## src/rtl/spi_master_arbiter_if.sv

```systemverilog
// spi_master_arbiter_if: requester handshakes and SPI master config/data
// channels bundled for spi_master_arbiter. The master modport is the arbiter's
// view. The slave modport is the view of the clients and the SPI master.
interface spi_master_arbiter_if #(
  parameter int nreqs    = 2,
  parameter int nbits    = 34,
  parameter int logBitsN = $clog2(nbits) + 1,
  parameter int logCSN   = 1
);
  logic [nreqs-1:0]          req_val;
  logic [nreqs-1:0]          req_rdy;
  logic [nreqs*nbits-1:0]    req_msg;
  logic [nreqs*logBitsN-1:0] req_pkt_size;
  logic [nreqs*logCSN-1:0]   req_cs_addr;
  logic [nreqs*3-1:0]        req_freq;

  logic [nreqs-1:0]          resp_val;
  logic [nreqs-1:0]          resp_rdy;
  logic [nbits-1:0]          resp_msg;

  logic                      spi_recv_val;
  logic                      spi_recv_rdy;
  logic [nbits-1:0]          spi_recv_msg;
  logic                      spi_pkt_size_val;
  logic                      spi_pkt_size_rdy;
  logic [logBitsN-1:0]       spi_pkt_size_msg;
  logic                      spi_cs_addr_val;
  logic                      spi_cs_addr_rdy;
  logic [logCSN-1:0]         spi_cs_addr_msg;
  logic                      spi_freq_val;
  logic                      spi_freq_rdy;
  logic [2:0]                spi_freq_msg;
  logic                      spi_send_val;
  logic                      spi_send_rdy;
  logic [nbits-1:0]          spi_send_msg;

  modport master (
    input  req_val, req_msg, req_pkt_size, req_cs_addr, req_freq, resp_rdy,
    input  spi_recv_rdy, spi_pkt_size_rdy, spi_cs_addr_rdy, spi_freq_rdy,
    input  spi_send_val, spi_send_msg,
    output req_rdy, resp_val, resp_msg,
    output spi_recv_val, spi_recv_msg, spi_pkt_size_val, spi_pkt_size_msg,
    output spi_cs_addr_val, spi_cs_addr_msg, spi_freq_val, spi_freq_msg,
    output spi_send_rdy
  );

  modport slave (
    output req_val, req_msg, req_pkt_size, req_cs_addr, req_freq, resp_rdy,
    output spi_recv_rdy, spi_pkt_size_rdy, spi_cs_addr_rdy, spi_freq_rdy,
    output spi_send_val, spi_send_msg,
    input  req_rdy, resp_val, resp_msg,
    input  spi_recv_val, spi_recv_msg, spi_pkt_size_val, spi_pkt_size_msg,
    input  spi_cs_addr_val, spi_cs_addr_msg, spi_freq_val, spi_freq_msg,
    input  spi_send_rdy
  );
endinterface

```

## src/rtl/spi_master_arbiter.sv

```systemverilog
// spi_master_arbiter: round-robin sharing of one SPI master among nreqs clients.
// Flow: IDLE (grant) -> CFG (load pkt_size/cs/freq) -> XFER (recv) -> WAIT (send)
// -> RESP (return the result to the granted client).
// Optional macro SPI_ARB_CFG_CACHE_EN adds a shadow of the last accepted config.
// When the shadow matches the granted request, CFG is skipped.
module spi_master_arbiter #(
  parameter int nreqs    = 2,
  parameter int nbits    = 34,
  parameter int logBitsN = $clog2(nbits) + 1,
  parameter int logCSN   = 1
) (
  input  logic                 clk,
  input  logic                 reset,   // asynchronous, active low
  spi_master_arbiter_if.master bus
);
  localparam int PW = $clog2(nreqs);

  localparam logic [2:0] IDLE = 3'd0;
  localparam logic [2:0] CFG  = 3'd1;
  localparam logic [2:0] XFER = 3'd2;
  localparam logic [2:0] WAIT = 3'd3;
  localparam logic [2:0] RESP = 3'd4;

  logic [2:0]          state_q, state_d;
  logic [PW-1:0]       rr_ptr_q, rr_ptr_d;
  logic [PW-1:0]       grant_q, grant_d;
  logic [nbits-1:0]    msg_q, msg_d;
  logic [logBitsN-1:0] pkt_q, pkt_d;
  logic [logCSN-1:0]   cs_q, cs_d;
  logic [2:0]          freq_q, freq_d;
  logic [nbits-1:0]    resp_q, resp_d;

  logic [nbits-1:0]    msg_a  [nreqs];
  logic [logBitsN-1:0] pkt_a  [nreqs];
  logic [logCSN-1:0]   cs_a   [nreqs];
  logic [2:0]          freq_a [nreqs];

  logic                win_found;
  logic [PW-1:0]       win_idx;
  logic                cache_hit;

  // The other config channels are accepted together with pkt_size by the master.
  logic unused_cfg_rdy;
  assign unused_cfg_rdy = &{1'b0, bus.spi_cs_addr_rdy, bus.spi_freq_rdy};

  genvar gi;
  generate
    for (gi = 0; gi < nreqs; gi++) begin : g_unpack
      assign msg_a[gi]  = bus.req_msg[gi*nbits +: nbits];
      assign pkt_a[gi]  = bus.req_pkt_size[gi*logBitsN +: logBitsN];
      assign cs_a[gi]   = bus.req_cs_addr[gi*logCSN +: logCSN];
      assign freq_a[gi] = bus.req_freq[gi*3 +: 3];
    end
  endgenerate

  // (base + offs) mod nreqs, for offs in 0..nreqs-1
  function automatic logic [PW-1:0] wrap_add(input logic [PW-1:0] base, input int offs);
    int s;
    s = int'(base) + offs;
    if (s >= nreqs) s = s - nreqs;
    return PW'(s);
  endfunction

  // Round-robin scan: first valid requester at or after rr_ptr, wrapping around
  always_comb begin
    win_found = 1'b0;
    win_idx   = rr_ptr_q;
    for (int k = 0; k < nreqs; k++) begin
      if (!win_found && bus.req_val[wrap_add(rr_ptr_q, k)]) begin
        win_found = 1'b1;
        win_idx   = wrap_add(rr_ptr_q, k);
      end
    end
  end

`ifdef SPI_ARB_CFG_CACHE_EN
  logic                shadow_vld_q;
  logic [logBitsN-1:0] shadow_pkt_q;
  logic [logCSN-1:0]   shadow_cs_q;
  logic [2:0]          shadow_freq_q;

  // Remember the configuration the master last accepted
  always_ff @(posedge clk or negedge reset) begin
    if (!reset) begin
      shadow_vld_q  <= 1'b0;
      shadow_pkt_q  <= '0;
      shadow_cs_q   <= '0;
      shadow_freq_q <= '0;
    end else if (state_q == CFG && bus.spi_pkt_size_rdy) begin
      shadow_vld_q  <= 1'b1;
      shadow_pkt_q  <= pkt_q;
      shadow_cs_q   <= cs_q;
      shadow_freq_q <= freq_q;
    end
  end

  assign cache_hit = shadow_vld_q &&
                     (pkt_a[win_idx]  == shadow_pkt_q) &&
                     (cs_a[win_idx]   == shadow_cs_q) &&
                     (freq_a[win_idx] == shadow_freq_q);
`else
  assign cache_hit = 1'b0;
`endif

  // Sequencer next-state and datapath capture
  always_comb begin
    state_d  = state_q;
    rr_ptr_d = rr_ptr_q;
    grant_d  = grant_q;
    msg_d    = msg_q;
    pkt_d    = pkt_q;
    cs_d     = cs_q;
    freq_d   = freq_q;
    resp_d   = resp_q;
    case (state_q)
      IDLE: begin
        if (win_found) begin
          grant_d = win_idx;
          msg_d   = msg_a[win_idx];
          pkt_d   = pkt_a[win_idx];
          cs_d    = cs_a[win_idx];
          freq_d  = freq_a[win_idx];
          state_d = cache_hit ? XFER : CFG;
        end
      end
      CFG:  if (bus.spi_pkt_size_rdy) state_d = XFER;
      XFER: if (bus.spi_recv_rdy) state_d = WAIT;
      WAIT: begin
        if (bus.spi_send_val) begin
          resp_d  = bus.spi_send_msg;
          state_d = RESP;
        end
      end
      RESP: begin
        if (bus.resp_rdy[grant_q]) begin
          rr_ptr_d = wrap_add(grant_q, 1);
          state_d  = IDLE;
        end
      end
      default: state_d = IDLE;
    endcase
  end

  // State and datapath registers
  always_ff @(posedge clk or negedge reset) begin
    if (!reset) begin
      state_q  <= IDLE;
      rr_ptr_q <= '0;
      grant_q  <= '0;
      msg_q    <= '0;
      pkt_q    <= '0;
      cs_q     <= '0;
      freq_q   <= '0;
      resp_q   <= '0;
    end else begin
      state_q  <= state_d;
      rr_ptr_q <= rr_ptr_d;
      grant_q  <= grant_d;
      msg_q    <= msg_d;
      pkt_q    <= pkt_d;
      cs_q     <= cs_d;
      freq_q   <= freq_d;
      resp_q   <= resp_d;
    end
  end

  // Grant strobe goes to the winner only. It is forced low while reset is held.
  always_comb begin
    bus.req_rdy = '0;
    if (reset && state_q == IDLE && win_found) bus.req_rdy[win_idx] = 1'b1;
  end

  // The response is presented to the granted requester only
  always_comb begin
    bus.resp_val = '0;
    if (state_q == RESP) bus.resp_val[grant_q] = 1'b1;
  end

  assign bus.resp_msg         = resp_q;
  assign bus.spi_pkt_size_val = (state_q == CFG);
  assign bus.spi_cs_addr_val  = (state_q == CFG);
  assign bus.spi_freq_val     = (state_q == CFG);
  assign bus.spi_pkt_size_msg = pkt_q;
  assign bus.spi_cs_addr_msg  = cs_q;
  assign bus.spi_freq_msg     = freq_q;
  assign bus.spi_recv_val     = (state_q == XFER);
  assign bus.spi_recv_msg     = msg_q;
  assign bus.spi_send_rdy     = (state_q == WAIT);
endmodule

```

## src/flat_wrapper.sv

```systemverilog
// flat-port wrapper written by rule: the top's interface ports become plain ports
module spi_master_arbiter_flat 
#(
  parameter int nreqs    = 2,
  parameter int nbits    = 34,
  parameter int logBitsN = $clog2(nbits) + 1,
  parameter int logCSN   = 1
)
  (clk, reset, bus_req_val, bus_req_msg, bus_req_pkt_size, bus_req_cs_addr, bus_req_freq, bus_resp_rdy, bus_spi_recv_rdy, bus_spi_pkt_size_rdy, bus_spi_cs_addr_rdy, bus_spi_freq_rdy, bus_spi_send_val, bus_spi_send_msg, bus_req_rdy, bus_resp_val, bus_resp_msg, bus_spi_recv_val, bus_spi_recv_msg, bus_spi_pkt_size_val, bus_spi_pkt_size_msg, bus_spi_cs_addr_val, bus_spi_cs_addr_msg, bus_spi_freq_val, bus_spi_freq_msg, bus_spi_send_rdy);
  spi_master_arbiter_if #(.nreqs(nreqs), .nbits(nbits), .logBitsN(logBitsN), .logCSN(logCSN)) bus_i ();
  input  logic clk;
  input  logic reset;
  input wire logic [$bits(bus_i.req_val)-1:0] bus_req_val;
  input wire logic [$bits(bus_i.req_msg)-1:0] bus_req_msg;
  input wire logic [$bits(bus_i.req_pkt_size)-1:0] bus_req_pkt_size;
  input wire logic [$bits(bus_i.req_cs_addr)-1:0] bus_req_cs_addr;
  input wire logic [$bits(bus_i.req_freq)-1:0] bus_req_freq;
  input wire logic [$bits(bus_i.resp_rdy)-1:0] bus_resp_rdy;
  input wire logic [$bits(bus_i.spi_recv_rdy)-1:0] bus_spi_recv_rdy;
  input wire logic [$bits(bus_i.spi_pkt_size_rdy)-1:0] bus_spi_pkt_size_rdy;
  input wire logic [$bits(bus_i.spi_cs_addr_rdy)-1:0] bus_spi_cs_addr_rdy;
  input wire logic [$bits(bus_i.spi_freq_rdy)-1:0] bus_spi_freq_rdy;
  input wire logic [$bits(bus_i.spi_send_val)-1:0] bus_spi_send_val;
  input wire logic [$bits(bus_i.spi_send_msg)-1:0] bus_spi_send_msg;
  output wire logic [$bits(bus_i.req_rdy)-1:0] bus_req_rdy;
  output wire logic [$bits(bus_i.resp_val)-1:0] bus_resp_val;
  output wire logic [$bits(bus_i.resp_msg)-1:0] bus_resp_msg;
  output wire logic [$bits(bus_i.spi_recv_val)-1:0] bus_spi_recv_val;
  output wire logic [$bits(bus_i.spi_recv_msg)-1:0] bus_spi_recv_msg;
  output wire logic [$bits(bus_i.spi_pkt_size_val)-1:0] bus_spi_pkt_size_val;
  output wire logic [$bits(bus_i.spi_pkt_size_msg)-1:0] bus_spi_pkt_size_msg;
  output wire logic [$bits(bus_i.spi_cs_addr_val)-1:0] bus_spi_cs_addr_val;
  output wire logic [$bits(bus_i.spi_cs_addr_msg)-1:0] bus_spi_cs_addr_msg;
  output wire logic [$bits(bus_i.spi_freq_val)-1:0] bus_spi_freq_val;
  output wire logic [$bits(bus_i.spi_freq_msg)-1:0] bus_spi_freq_msg;
  output wire logic [$bits(bus_i.spi_send_rdy)-1:0] bus_spi_send_rdy;
  assign bus_i.req_val = bus_req_val;
  assign bus_i.req_msg = bus_req_msg;
  assign bus_i.req_pkt_size = bus_req_pkt_size;
  assign bus_i.req_cs_addr = bus_req_cs_addr;
  assign bus_i.req_freq = bus_req_freq;
  assign bus_i.resp_rdy = bus_resp_rdy;
  assign bus_i.spi_recv_rdy = bus_spi_recv_rdy;
  assign bus_i.spi_pkt_size_rdy = bus_spi_pkt_size_rdy;
  assign bus_i.spi_cs_addr_rdy = bus_spi_cs_addr_rdy;
  assign bus_i.spi_freq_rdy = bus_spi_freq_rdy;
  assign bus_i.spi_send_val = bus_spi_send_val;
  assign bus_i.spi_send_msg = bus_spi_send_msg;
  assign bus_req_rdy = bus_i.req_rdy;
  assign bus_resp_val = bus_i.resp_val;
  assign bus_resp_msg = bus_i.resp_msg;
  assign bus_spi_recv_val = bus_i.spi_recv_val;
  assign bus_spi_recv_msg = bus_i.spi_recv_msg;
  assign bus_spi_pkt_size_val = bus_i.spi_pkt_size_val;
  assign bus_spi_pkt_size_msg = bus_i.spi_pkt_size_msg;
  assign bus_spi_cs_addr_val = bus_i.spi_cs_addr_val;
  assign bus_spi_cs_addr_msg = bus_i.spi_cs_addr_msg;
  assign bus_spi_freq_val = bus_i.spi_freq_val;
  assign bus_spi_freq_msg = bus_i.spi_freq_msg;
  assign bus_spi_send_rdy = bus_i.spi_send_rdy;
  spi_master_arbiter #(.nreqs(nreqs), .nbits(nbits), .logBitsN(logBitsN), .logCSN(logCSN)) u_core (.clk(clk), .reset(reset), .bus(bus_i));
endmodule
```

## config.mk

```make
export PLATFORM = sky130hd
export DESIGN_NAME = spi_master_arbiter_flat
export DESIGN_NICKNAME = d
export VERILOG_FILES = /design/src/rtl/spi_master_arbiter_if.sv /design/src/rtl/spi_master_arbiter.sv /design/src/flat_wrapper.sv
export SDC_FILE = /design/constraint.sdc
export NUM_CORES = 1
export LEC_CHECK = 0
export ABC_AREA = 0
export CAP_MARGIN = 20
export CORE_MARGIN = 1.5
export CORE_UTILIZATION = 38
export CTS_CLUSTER_DIAMETER = 40
export DETAILED_ROUTE_END_ITERATION = 6
export GPL_ROUTABILITY_DRIVEN = 1
export GPL_TIMING_DRIVEN = 1
export PLACE_DENSITY = 0.91
export SYNTH_ARGS = -nofsm -noshare
export SYNTH_HDL_FRONTEND = slang
export SYNTH_SLANG_ARGS = --single-unit
```

## constraint.sdc

```tcl
create_clock -name clk -period 2.7 [get_ports clk]
set_clock_uncertainty 0.1 [all_clocks]
set_input_delay 0.81 -clock clk [delete_from_list [all_inputs] [get_ports clk]]
set_output_delay 0.81 -clock clk [all_outputs]
set_load 0.005 [all_outputs]
```

Yosys cells after proc, flatten, opt, wreduce, memory -nomap -nowiden --
Cells that the tools add are included.
Storage, ports and cells: bits in registers 84, input port bits 135, output and inout bits 88
Operators by class: add/sub/neg operators 5, $lt $le $gt $ge 10, equality and inequality tests 9, multiplexer cells 37, bitwise gates (word level) 1, reductions and logical operators 11
Operators by type and width (count):
- 34-bit 2-to-1 mux | 3
- 3-bit 2-to-1 mux | 8
- 7-bit 2-to-1 mux | 3
- 1-bit 2-to-1 mux | 18
- 3-bit case mux with 5 select lines | 1
- 1-bit by 2-bit < comparator with 1-bit output (second input constant) | 4
- 3-bit by 2-bit == test with 1-bit output (second input constant) | 2
- 2-bit >= comparator (second input constant) | 3
- 2-bit inequality test (second input constant) | 3
- 2-bit AND reduction | 3
- 1-bit logical AND | 5
- 5-bit AND reduction | 1
- 1-bit by 1-bit adder with 2-bit output (second input constant) | 2
- 2-bit 2-to-1 mux | 2
- 2-bit by 1-bit inequality test with 1-bit output (second input constant) | 2
- 3-bit by 1-bit == test with 1-bit output (second input constant) | 1
- 3-bit == test (second input constant) | 1
- 3-bit logical NOT | 1
- 1-bit subtractor (second input constant) | 3
- 1-bit demux with 1-bit select | 2
- 1-bit >= comparator (second input constant) | 2
- 1-bit by 2-bit >= comparator with 1-bit output (second input constant) | 1
- 1-bit NOT with 2-bit output | 1
- 1-bit logical NOT | 1

Longest topological paths before layout --
depth in word-level cells 13, mapped depth 7

Least setup slack after synthesis --
No wires, ideal clock.
kind input port to output port, start input bus_req_val[0], end output bus_req_rdy[1], arrival 1705 ps, required time 1790 ps, path slack 85 ps, stages on the path 5, cell sequence inv_1 maj3_2 buf_4 buf_2 and3_1
Between the ends: word-level cells in the longest chain between the ends 11, elaborated cells between the ends (all ways) 17, classes of those cells order compare (2); mux (11); reduce/logical (4)
Ends and longest elaborated chain:
- start: declaration | RTL line flat_wrapper.sv:13 | input wire logic [$bits(bus_i.req_val)-1:0] bus_req_val;
- 1-bit 2-to-1 mux (implied by the code) (2 in series) | RTL line spi_master_arbiter.sv:69 | if (!win_found && bus.req_val[wrap_add(rr_ptr_q, k)]) begin
- 1-bit 2-to-1 mux | RTL line spi_master_arbiter.sv:69
- 1-bit logical NOT | RTL line spi_master_arbiter.sv:69
- 1-bit logical AND | RTL line spi_master_arbiter.sv:69
- 1-bit 2-to-1 mux | RTL line spi_master_arbiter.sv:69
- 1-bit by 2-bit < comparator with 1-bit output (implied by the code) / 1-bit >= comparator (equally long branches) | RTL line spi_master_arbiter.sv:170 | if (reset && state_q == IDLE && win_found) bus.req_rdy[win_idx] = 1'b1;
- 1-bit logical AND (implied by the code) | RTL line spi_master_arbiter.sv:170
- 1-bit 2-to-1 mux (implied by the code) | RTL line spi_master_arbiter.sv:170
- 1-bit demux with 1-bit select
- 2-bit 2-to-1 mux * | RTL line spi_master_arbiter.sv:170
- end: declaration | RTL line flat_wrapper.sv:25 | output wire logic [$bits(bus_i.req_rdy)-1:0] bus_req_rdy;
Mark *: on every way between the ends. The rest lies on a longest branch, timed or not. The select of a mux whose other input is x is not followed.

Worst setup path in the final report --
start register u_core.state_q[1], end output bus_resp_val[1]
Between the ends: word-level cells in the longest chain between the ends 2
Ends and longest elaborated chain:
- start: declaration | RTL line spi_master_arbiter.sv:24 | logic [2:0] state_q, state_d;
- start signal: assignment | RTL line spi_master_arbiter.sv:156 | state_q <= state_d;
- 3-bit == test | RTL line spi_master_arbiter.sv:176 | if (state_q == RESP) bus.resp_val[grant_q] = 1'b1;
- 2-bit 2-to-1 mux | RTL line spi_master_arbiter.sv:176
- end: declaration | RTL line flat_wrapper.sv:26 | output wire logic [$bits(bus_i.resp_val)-1:0] bus_resp_val;
Every way passes these cells.

==> impl_metrics.yaml <==
worst_setup_path:
  worst-path-max-fanout: 7
  setup.worst_path.end_class: "output port"
  crit_arrival_ns: 1.72
  worstReg2RegEnd: "u_core.grant_q"
  worst_ep_required_time_ns: 1.79
  worstSetupStartpointType: "flop"
  timing_worst_setup_path_type: "flop to output port"
  critical_path.reg2reg.startpoint: "u_core.state_q[0]"
  worst_r2r_path_depth: 4
  ff2ff_setup_slack_ns: 0.46
die:
  die_height_um: 103
  total_die_area_um2: 10600
  chipWidth_um: 103
  core_box_area_um2: 9730
  initial_utilization_pct: 39.1
  ioPinCount: 223
  number_of_placement_rows: 36
placement:
  placed_area_um2: 6120
  place_inst: 651
  post-dp-hpwl_mm: 7.92
  gp_congestion: 0.720
  pre_cts_ws_ns: -0.537
  portBuffers: 220
logic_synthesis:
  synthesis.instances: 309
  synth-edff-count: 0
  ys.warnings.count: 0
  synth.top_cell.area_share_pct: 55.2
  ys_ff_latch: 84
  synth_async_sr_flop_share_pct: 100
  yosysMostFrequentCell: "sky130_fd_sc_hd__dfrtp_1"
  synthesis.nets: 444
  synthDominantAreaCellType: "sky130_fd_sc_hd__dfrtp_1"
  ys_top_cells_by_area: "sky130_fd_sc_hd__dfrtp_1, sky130_fd_sc_hd__mux2i_1, sky130_fd_sc_hd__mux2_4, sky130_fd_sc_hd__a21oi_1, sky130_fd_sc_hd__nor2_1"
  netlist-cell-type-count: 25
  synthFlopType: "sky130_fd_sc_hd__dfrtp_1"
  syn_avg_cell_area_um2: 12.3
  synth_area_um2: 3800
  yosysSeqAreaShare_pct: 55.2
  synth_common_cells: "sky130_fd_sc_hd__dfrtp_1, sky130_fd_sc_hd__nor2_1, sky130_fd_sc_hd__mux2i_1, sky130_fd_sc_hd__a21oi_1, sky130_fd_sc_hd__mux2_4"
clock_network:
  clock_sink_count: 84
  clkLatencyLatePin_ns: 0.33
  cts_tree: "yes"
  clock_path_buffers: 2
  tritoncts_buffer_count: 9
  clock_pin_slew_on_the_worst_setup_and_hold_paths_ns: 0.07
  cts.root.buffer_cell: "sky130_fd_sc_hd__clkbuf_8"
  cts_htree_levels: 3
finish:
  post-route-util_pct: 65.7
  flow.area_growth_from_synthesis_pct: 67.9
  share_of_layout_cells_above_drive_strength_1_pct: 15.3
  final_design_area_no_fill_um2: 6390
  final_net_count: 671
  n_fill_cell: 758
  post_layout_nonfiller_instances: 674
  antenna_cells_inserted: 0
worst_hold_path:
  timing.hold.worst_path_depth: 1
  hold_start: "u_core.bus.resp_msg[2]"
  whs_endpoint: "u_core.bus.resp_msg[2]"
  hp-class: "flop to flop"
grt:
  overflow: 0
  grtUsageTotal_pct: 18.8
  grt_first_pass_wirelength_mm: 15.2
  antenna_found_initial: 0
  first_global_vias: 3204
  grt_start_max_net_pins: 92
sta:
  setup-violations-final: 0
  totalNegativeSetupSlack_ns: 0
  unrepaired_setup_endpoints_after_global_routing: "false"
  timing.final.crit_period_ns: 2.63
  timing_worst_slew_pin_value_ns: 0.813
  final-hold-violation-count: 0
  max-slew-margin-rel_pct: 45.8
  drv_slew: 0
  finalWorstSetupSlack_ns: 0.0697
  final_min_period_over_clock_period_pct: 97.4
  post_route_worst_hold_slack_ns: 0.413
  timing.fmax_mhz: 380
drt:
  drt-vias-per-instance: 4.68
  drc_errors: 0
  drt_iter0_drc: 53
  firstDrtPassIters: 4
  detail_route.wl_per_cell_um: 15.2
  drt-total-wl_mm: 10.3
  detailroute.via_count: 3152
  ant_nets: 0
pwr:
  cellPowerDensity_nw_per_um2: 992
  ir_drop_v: 0.000581
  p_leak_nw: 2.92
  report.power.total_mw: 6.34
run_status:
  status: "finished clean"
run:
  maxCapViolations: 0
-- where the power goes --
part / switching (mW) / total, mW / internal [mW]
clock network: 0.417 / 0.892 / 0.476
logic: 1.12 / 3.18 / 2.06
registers: 0.377 / 2.27 / 1.89
total: 1.92 / 6.34 / 4.42
-- registers in the layout, summed over array words and instances, names as in the netlist --
| name | count |
|---|---|
| u_core.rr_ptr_q | 1 |
| u_core.bus.spi_freq_msg | 3 |
| u_core.state_q | 3 |
| u_core.bus.resp_msg | 34 |
| u_core.bus.spi_recv_msg | 34 |
| u_core.grant_q | 1 |
| u_core.bus.spi_cs_addr_msg | 1 |
| u_core.bus.spi_pkt_size_msg | 7 |
-- placed cells by master, fill, tap and decap left out, types with 7 or more instances in the layout --
cell type / count
sky130_fd_sc_hd__a21oi_1: 46
sky130_fd_sc_hd__mux2_4: 29
sky130_fd_sc_hd__buf_4: 16
sky130_fd_sc_hd__clkdlybuf4s50_1: 214
sky130_fd_sc_hd__nor2_1: 48
sky130_fd_sc_hd__nand2_1: 7
sky130_fd_sc_hd__dfrtp_1: 83
sky130_fd_sc_hd__clkbuf_8: 11
sky130_fd_sc_hd__mux2i_1: 47
sky130_fd_sc_hd__mux2_2: 7
-- worst max-delay path by stage --
stage,start,endpoint,depth (start not counted)
finish,u_core.state_q[1],bus_resp_val[1],4
global route,u_core.state_q[1],bus_resp_val[1],4
CTS,bus_req_val[0],bus_req_rdy[1],5
detailed placement,bus_req_val[0],bus_req_rdy[1],5
global placement,bus_req_val[0],bus_req_rdy[0],5
floorplan,bus_req_val[0],bus_req_rdy[1],5
-- kinds of logic (layout without fill, tap and decap cells) --
logic type / Yosys count / count (layout) / share of synthesized area [%]
adders and majority gates: 1 / 1 / 0.296
xor gates and xnor gates: 1 / 1 / 0.230
muxes: 83 / 83 / 25.9
buffers and inverters: 23 / 255 / 3.91
and+or+nand+nor: 66 / 66 / 7.53
DFF: 84 / 84 / 55.2
AOI/OAI and AO/OA: 51 / 51 / 6.91
-- worst max-delay path: stages, from the launching register on --
cell and delay (ns):
sky130_fd_sc_hd__dfrtp_1 0.40, sky130_fd_sc_hd__buf_6 0.15, sky130_fd_sc_hd__nor3b_4 0.20, sky130_fd_sc_hd__and2_4 0.17, sky130_fd_sc_hd__clkdlybuf4s50_1 0.49
-- per-layer routing --
metal  vias up  global-route usage, %  part of all wire [%]
met1      1458                   21.2                    37
met5         -                      0                     0
li1       1517                      -                     -
met3        23                   5.08                   9.8
met4         0                   8.84                   2.4
met2       154                   33.1                    50
-- layout make-up --
cell class | count | area, um^2 | share of cell area, %
Clock buffer | 12 | 155 | 2.43
Clock inverter | 4 | 47.5 | 0.744
Inverter | 2 | 7.51 | 0.117
Multi-Input combinational cell | 202 | 1580 | 24.7
Sequential cell | 84 | 2100 | 32.9
Tap cell | 133 | 166 | 2.60
Timing Repair Buffer | 237 | 2330 | 36.5
-- what timing repair did --
item                       4_1_cts  5_1_grt
hold buffers                     0        0
buffers inserted                 5        2
pin swaps                        3        2
setup endpoints to repair        6        7
resized for setup               14        6
(Power assumes the default switching activity.)
